[src/rtl/inst_cache_pkg.sv]
// Shared geometry and FSM encoding for the direct-mapped instruction cache.
// Latency: n/a (constants and helpers only).
// Backpressure: n/a.
package inst_cache_pkg;

   localparam int ADDR_W         = 32;
   localparam int DATA_W         = 32;
   localparam int LINES          = 16;
   localparam int WORDS_PER_LINE = 4;
   localparam int TAG_W          = 24;
   localparam int INDEX_W        = 4;
   localparam int OFFSET_W       = 2;

   // Refill FSM encoding; kept as plain constants so older fetch code can reuse it.
   localparam logic [1:0] ST_IDLE      = 2'd0;
   localparam logic [1:0] ST_REFILL    = 2'd1;
   localparam logic [1:0] ST_FILL_DONE = 2'd2;

   // Block-aligned byte address of a line: {tag, index, zero word/byte offset}.
   function automatic logic [ADDR_W-1:0] block_addr(input logic [TAG_W-1:0]   tag,
                                                    input logic [INDEX_W-1:0] index);
      return {tag, index, {(ADDR_W-TAG_W-INDEX_W){1'b0}}};
   endfunction

endpackage

[src/rtl/inst_cache_ram.sv]
// Data (16 lines x 4 words) and tag storage for the instruction cache.
// Latency: combinational read, write takes effect on the next rising edge.
// Backpressure: none; a single write port driven only by the refill path.
module icache_ram
   import inst_cache_pkg::*;
(
   input  logic                Clk,
   input  logic                wr_en_i,
   input  logic [INDEX_W-1:0]  wr_index_i,
   input  logic [OFFSET_W-1:0] wr_offset_i,
   input  logic [DATA_W-1:0]   wr_data_i,
   input  logic                tag_wr_i,
   input  logic [TAG_W-1:0]    wr_tag_i,
   input  logic [INDEX_W-1:0]  rd_index_i,
   input  logic [OFFSET_W-1:0] rd_offset_i,
   output logic [DATA_W-1:0]   rd_data_o,
   output logic [TAG_W-1:0]    rd_tag_o
);

   logic [DATA_W-1:0] data_q [LINES][WORDS_PER_LINE];
   logic [TAG_W-1:0]  tag_q  [LINES];

   // Refill writes: one data word per beat, tag alongside the final word of the line.
   always_ff @(posedge Clk) begin
      if (wr_en_i) begin
         data_q[wr_index_i][wr_offset_i] <= wr_data_i;
      end
      if (tag_wr_i) begin
         tag_q[wr_index_i] <= wr_tag_i;
      end
   end

   assign rd_data_o = data_q[rd_index_i][rd_offset_i];
   assign rd_tag_o  = tag_q[rd_index_i];

endmodule

[src/rtl/inst_cache.sv]
// Direct-mapped read-only instruction cache, 16 lines x 4 words, 4-beat refill.
// Latency: hit is combinational; a miss costs 1 cycle + 4 memValid beats + 1 settle cycle.
// Backpressure: fetch holds its PC while hit=0; refill advances only on memValid beats.
module inst_cache
   import inst_cache_pkg::*;
(
   input  logic              Clk,
   input  logic              Rst,
   input  logic [ADDR_W-1:0] pcIn,
   input  logic              flush,
   output logic [DATA_W-1:0] inst,
   output logic              hit,
   output logic              memReq,
   output logic [ADDR_W-1:0] memAddr,
   input  logic [DATA_W-1:0] memRdata,
   input  logic              memValid
);

   logic [1:0]          state_q, state_d;
   logic [OFFSET_W-1:0] beat_q, beat_d;
   logic [LINES-1:0]    valid_q, valid_d;
   logic [TAG_W-1:0]    miss_tag_q, miss_tag_d;
   logic [INDEX_W-1:0]  miss_idx_q, miss_idx_d;

   logic [TAG_W-1:0]    pc_tag;
   logic [INDEX_W-1:0]  pc_idx;
   logic [OFFSET_W-1:0] pc_off;
   logic [DATA_W-1:0]   rd_data;
   logic [TAG_W-1:0]    rd_tag;
   logic                line_match;
   logic                beat_wr;
   logic                unused_pc_bits;

   assign pc_tag = pcIn[ADDR_W-1 -: TAG_W];
   assign pc_idx = pcIn[ADDR_W-TAG_W-1 -: INDEX_W];
   assign pc_off = pcIn[ADDR_W-TAG_W-INDEX_W-1 -: OFFSET_W];
   // Byte offset within the word is meaningless for an aligned fetch.
   assign unused_pc_bits = ^pcIn[1:0];

   // A beat is accepted only while a refill is outstanding.
   assign beat_wr = (state_q == ST_REFILL) && memValid;

   icache_ram u_ram (
      .Clk         (Clk),
      .wr_en_i     (beat_wr),
      .wr_index_i  (miss_idx_q),
      .wr_offset_i (beat_q),
      .wr_data_i   (memRdata),
      .tag_wr_i    (beat_wr && (beat_q == OFFSET_W'(WORDS_PER_LINE-1))),
      .wr_tag_i    (miss_tag_q),
      .rd_index_i  (pc_idx),
      .rd_offset_i (pc_off),
      .rd_data_o   (rd_data),
      .rd_tag_o    (rd_tag)
   );

   // Raw array match, independent of FSM state and flush.
   assign line_match = valid_q[pc_idx] && (rd_tag == pc_tag);

   // Hits only in IDLE; a flush cycle reports a miss so fetch never consumes a line being invalidated.
   assign hit     = (state_q == ST_IDLE) && !flush && line_match;
   assign inst    = hit ? rd_data : '0;
   assign memReq  = (state_q == ST_REFILL);
   assign memAddr = block_addr(miss_tag_q, miss_idx_q);

   // Next-state: miss capture, beat counting, line validation and flush invalidation.
   always_comb begin
      state_d    = state_q;
      beat_d     = beat_q;
      valid_d    = valid_q;
      miss_tag_d = miss_tag_q;
      miss_idx_d = miss_idx_q;
      case (state_q)
         ST_IDLE: begin
            if (flush) begin
               valid_d = '0;
            end else if (!line_match) begin
               state_d    = ST_REFILL;
               beat_d     = '0;
               miss_tag_d = pc_tag;
               miss_idx_d = pc_idx;
            end
         end
         ST_REFILL: begin
            // Flush drops resident lines but the in-flight line is still validated below.
            if (flush) begin
               valid_d = '0;
            end
            if (memValid) begin
               beat_d = beat_q + OFFSET_W'(1);
               if (beat_q == OFFSET_W'(WORDS_PER_LINE-1)) begin
                  valid_d[miss_idx_q] = 1'b1;
                  state_d             = ST_FILL_DONE;
               end
            end
         end
         ST_FILL_DONE: begin
            state_d = ST_IDLE;
         end
         default: begin
            state_d = ST_IDLE;
         end
      endcase
   end

   // State registers; reset abandons any refill and leaves every line invalid.
   always_ff @(posedge Clk or posedge Rst) begin
      if (Rst) begin
         state_q    <= ST_IDLE;
         beat_q     <= '0;
         valid_q    <= '0;
         miss_tag_q <= '0;
         miss_idx_q <= '0;
      end else begin
         state_q    <= state_d;
         beat_q     <= beat_d;
         valid_q    <= valid_d;
         miss_tag_q <= miss_tag_d;
         miss_idx_q <= miss_idx_d;
      end
   end

endmodule

[config.mk]
export PLATFORM = sky130hd
export DESIGN_NAME = inst_cache
export DESIGN_NICKNAME = d
export VERILOG_FILES = /design/src/rtl/inst_cache_pkg.sv /design/src/rtl/inst_cache_ram.sv /design/src/rtl/inst_cache.sv
export SDC_FILE = /design/constraint.sdc
export NUM_CORES = 2
export LEC_CHECK = 0
export ABC_AREA = 1
export CAP_MARGIN = 5
export CORE_MARGIN = 1
export CORE_UTILIZATION = 40
export CTS_CLUSTER_SIZE = 25
export DETAILED_ROUTE_END_ITERATION = 8
export GPL_ROUTABILITY_DRIVEN = 0
export PLACE_DENSITY = 0.58
export SLEW_MARGIN = 30
export SYNTH_ARGS = -nofsm -noshare
export SYNTH_HDL_FRONTEND = slang
export SYNTH_SLANG_ARGS = --single-unit
[constraint.sdc]
create_clock -name Clk -period 5.9 [get_ports Clk]
set_input_delay 0.59 -clock Clk [delete_from_list [all_inputs] [get_ports Clk]]
set_output_delay 0.59 -clock Clk [all_outputs]
set_load 0.02 [all_outputs]
==> results_dict.tcl <==
set metrics [dict create \
    p_sw_share_pct 24.2 \
    multi_input_area_um2 21900 \
    postCtsSetupRepairBufs 0 \
    antenna_found_initial 11 \
    path_class "input port to output port" \
    cts_tree "yes" \
    fp.dieArea_um2 248000 \
    fin_crit_sh_pct 82.5 \
    ys_types 32 \
    reg2regPathDepth 6 \
    via_per_inst 5.81 \
    routed_wl_um 291000 \
    hold-path-cell-count 1 \
    yosysTopAreaCell "edfxtp_1" \
    clock_latency_ns 0.94 \
    synth_flop_cell "edfxtp_1" \
    io_buffers 127 \
    fin_nets 7665 \
    cp_max_fo 63 \
    initial_core_util_pct 40.4 \
    synth_edf_count 2432 \
    hold_end "u_ram.data_q[1][58]" \
    yosys-top-cells-area "edfxtp_1, nand2_1, o21ai_0, nor2_1, a21oi_1" \
    status "complete, no violations" \
    hold_path_class "input port to flip-flop" \
    grt_max_degree 157 \
    yosysSeqAreaShare_pct 75.4 \
    drtIter0Drc 7255 \
    drc 0 \
    netlist_area_um2 98500 \
    r2r_start "state_q[1]" \
    p_seq_share_pct 51.5 \
    dieHeight_um 498 \
    synthTopCellsByCount "edfxtp_1, nand2_1, nor2_1" \
    ir_drop_v 0.000324 \
    leakagePower_nw 37.5 \
    cp.arrival_ns 4.28 \
    setup_viol 0 \
    die_w_um 498 \
    avgSynthCellArea_um2 13.1 \
    num_vias 63880 \
    holdWs_ns 0.149 \
    post_cts_resized 0 \
    grt_pass1_wl_um 422000 \
    cp.required_ns 5.31 \
    max_slew_margin_pct 31.8 \
    grt_overflow 0 \
    yosys.area.top_type_share_pct 74.2 \
    final.min_clock_period_ns 4.87 \
    fin_util_pct 46.2 \
    power.share.clock_pct 40.3 \
    ys_seq_elements 2480 \
    p_per_area_nw_per_um2 355 \
    ant_nets 0 \
    routedWlPerCell_um 26.5 \
    p_total_w 0.0399 \
    cts_buffers 278 \
    clkTransAtPathRegs_ns 0.06 \
    clock_tree.buffer_depth 4 \
    dr.pass1.iters 6 \
    cp-end-kind "output port" \
    row_count 181 \
    rsz0062_at_grt "false" \
    cap_violations 0 \
    placed_cell_area_um2 104000 \
    startpoint_type "input port" \
    yosysMostFrequentCell "edfxtp_1" \
    async_flop_share_pct 1.94 \
    hold_buffers 0 \
    dp_hpwl_um 157000 \
    reg2reg_to "u_ram.data_q[10][52]" \
    ctsRootBufferMaster "clkbuf_16" \
    setup-tns-final_ns 0 \
    yosysWarnings 0 \
    p_switching_w 0.00965 \
    grt_pass1_vias 61051 \
    fillCellCount 21206 \
    h-tree-depth 5 \
    finalHoldViolations 0 \
    seq_area_um2 74200 \
    grt_usage_pct 22.9 \
    core-area_um2 244000 \
    r2r_slack_ns 2.21 \
    clock.fmax_mhz 205 \
    final_design_area_no_fill_um2 113000 \
    min_from "memRdata[26]" \
    tightest_slew_ns 1.02 \
    intPower_w 0.0303 \
    cts.sinks 2480 \
    syn_to_final_growth_pct 14.3 \
    pwr-share-comb_pct 8.1 \
    drive_above_1_share_pct 9.63 \
    syn-instance-count 7492 \
    io-pin-count 134 \
    maxSlewViolCount 0 \
    finClkSkew_ns 0.0642 \
]
-- routing by layer --
layer  routed length (um)  global-route usage (%)  vias up
met5                   40                       0        -
met4                10400                    8.49        6
met3                21600                    3.07      474
met2               138000                    37.1     2828
met1               121000                    31.5    32441
li1                     -                       -    28131
-- worst max path at each step --
stage,from,to,slack (ns),cells past startpoint
3_3_place_gp,pcIn[5],inst[10],1.03,19
2_1_floorplan,state_q[1],u_ram.data_q[11][0],1.60,7
6_report,pcIn[4],inst[19],1.03,11
5_1_grt,pcIn[5],inst[25],0.79,17
3_5_place_dp,pcIn[4],inst[19],1.06,11
4_1_cts,pcIn[4],inst[19],1.02,11
-- kinds of logic after synthesis --
kind of cell	synth area share [%]
other	0.00381
buffers and inverters	2.91
flip-flops	75.4
AO/OA/AOI/OAI	11.0
adder cells (fa/ha/maj)	0.0508
AND/OR/NAND/NOR	10.6
-- layout by cell type, fill, tap and decap left out, types with 7 or more instances in the layout --
cell	netlist	layout
edfxtp_1	2432	2432
nand2_1	1423	1420
nor2_1	668	604
o21ai_0	585	584
a21oi_1	482	482
nand3_1	384	383
clkbuf_16	0	282
o221ai_1	256	256
buf_4	20	231
a221oi_1	167	167
inv_1	141	138
nor3_1	69	69
nor2_4	0	64
clkdlybuf4s50_1	0	63
clkbuf_1	355	60
o211ai_1	59	59
a221o_1	57	57
o21ai_1	49	50
dfrtp_1	48	48
clkinv_1	1	47
clkinv_2	0	46
buf_12	0	46
nand3b_1	36	36
a32o_1	32	32
a211oi_1	32	32
buf_2	127	20
bufinv_16	0	11
clkbuf_8	0	7
-- flip-flops by register name, indices dropped and copies added (netlist names) --
register,cells
beat_q,2
miss_tag_q,24
u_ram.data_q,2048
miss_idx_q,4
u_ram.tag_q,384
state_q,2
valid_q,16
-- critical path, stage by stage --
cell and delay [ns]:
buf_8 0.18, inv_8 0.46, buf_12 0.27, buf_4 0.46
nand2_1 0.12, a221oi_1 0.35, nor3_1 0.08, a211oi_1 0.68
o21ai_0 0.54, nor2_1 0.23, buf_4 0.16
-- power groups by stage --
stage / Sequential (W) / Combinational [W] / Clock [W]
6_report: 0.0206 / 0.00325 / 0.0161
5_1_grt: 0.0206 / 0.00346 / 0.0170
4_1_cts: 0.0206 / 0.00326 / 0.0163
3_5_place_dp: 0.0209 / 0.00325 / 0
3_3_place_gp: 0.0209 / 0.00318 / 0
2_1_floorplan: 0.0209 / 0.00151 / 0
-- stage by stage --
stage / instances / worst slack (ns)
floorplan: 7495 / 1.60
global placement: 10508 / 1.03
detailed placement: 10514 / 1.06
CTS: 10987 / 1.02
global route: 10990 / 0.794
finish: 10994 / 1.03
-- cell type report --
| cell class | count | share of cell area [%] |
|---|---|---|
| flip-flops and latches | 2480 | 65.9 |
| multi-input cells | 4319 | 19.4 |
| clock buffers | 349 | 6.55 |
| well taps | 3202 | 3.56 |
| repair buffers | 369 | 3.17 |
| clock inverters | 124 | 0.824 |
| inverters | 145 | 0.506 |
| diodes | 6 | 0.0133 |
Power figures use the tool's default switching activity.
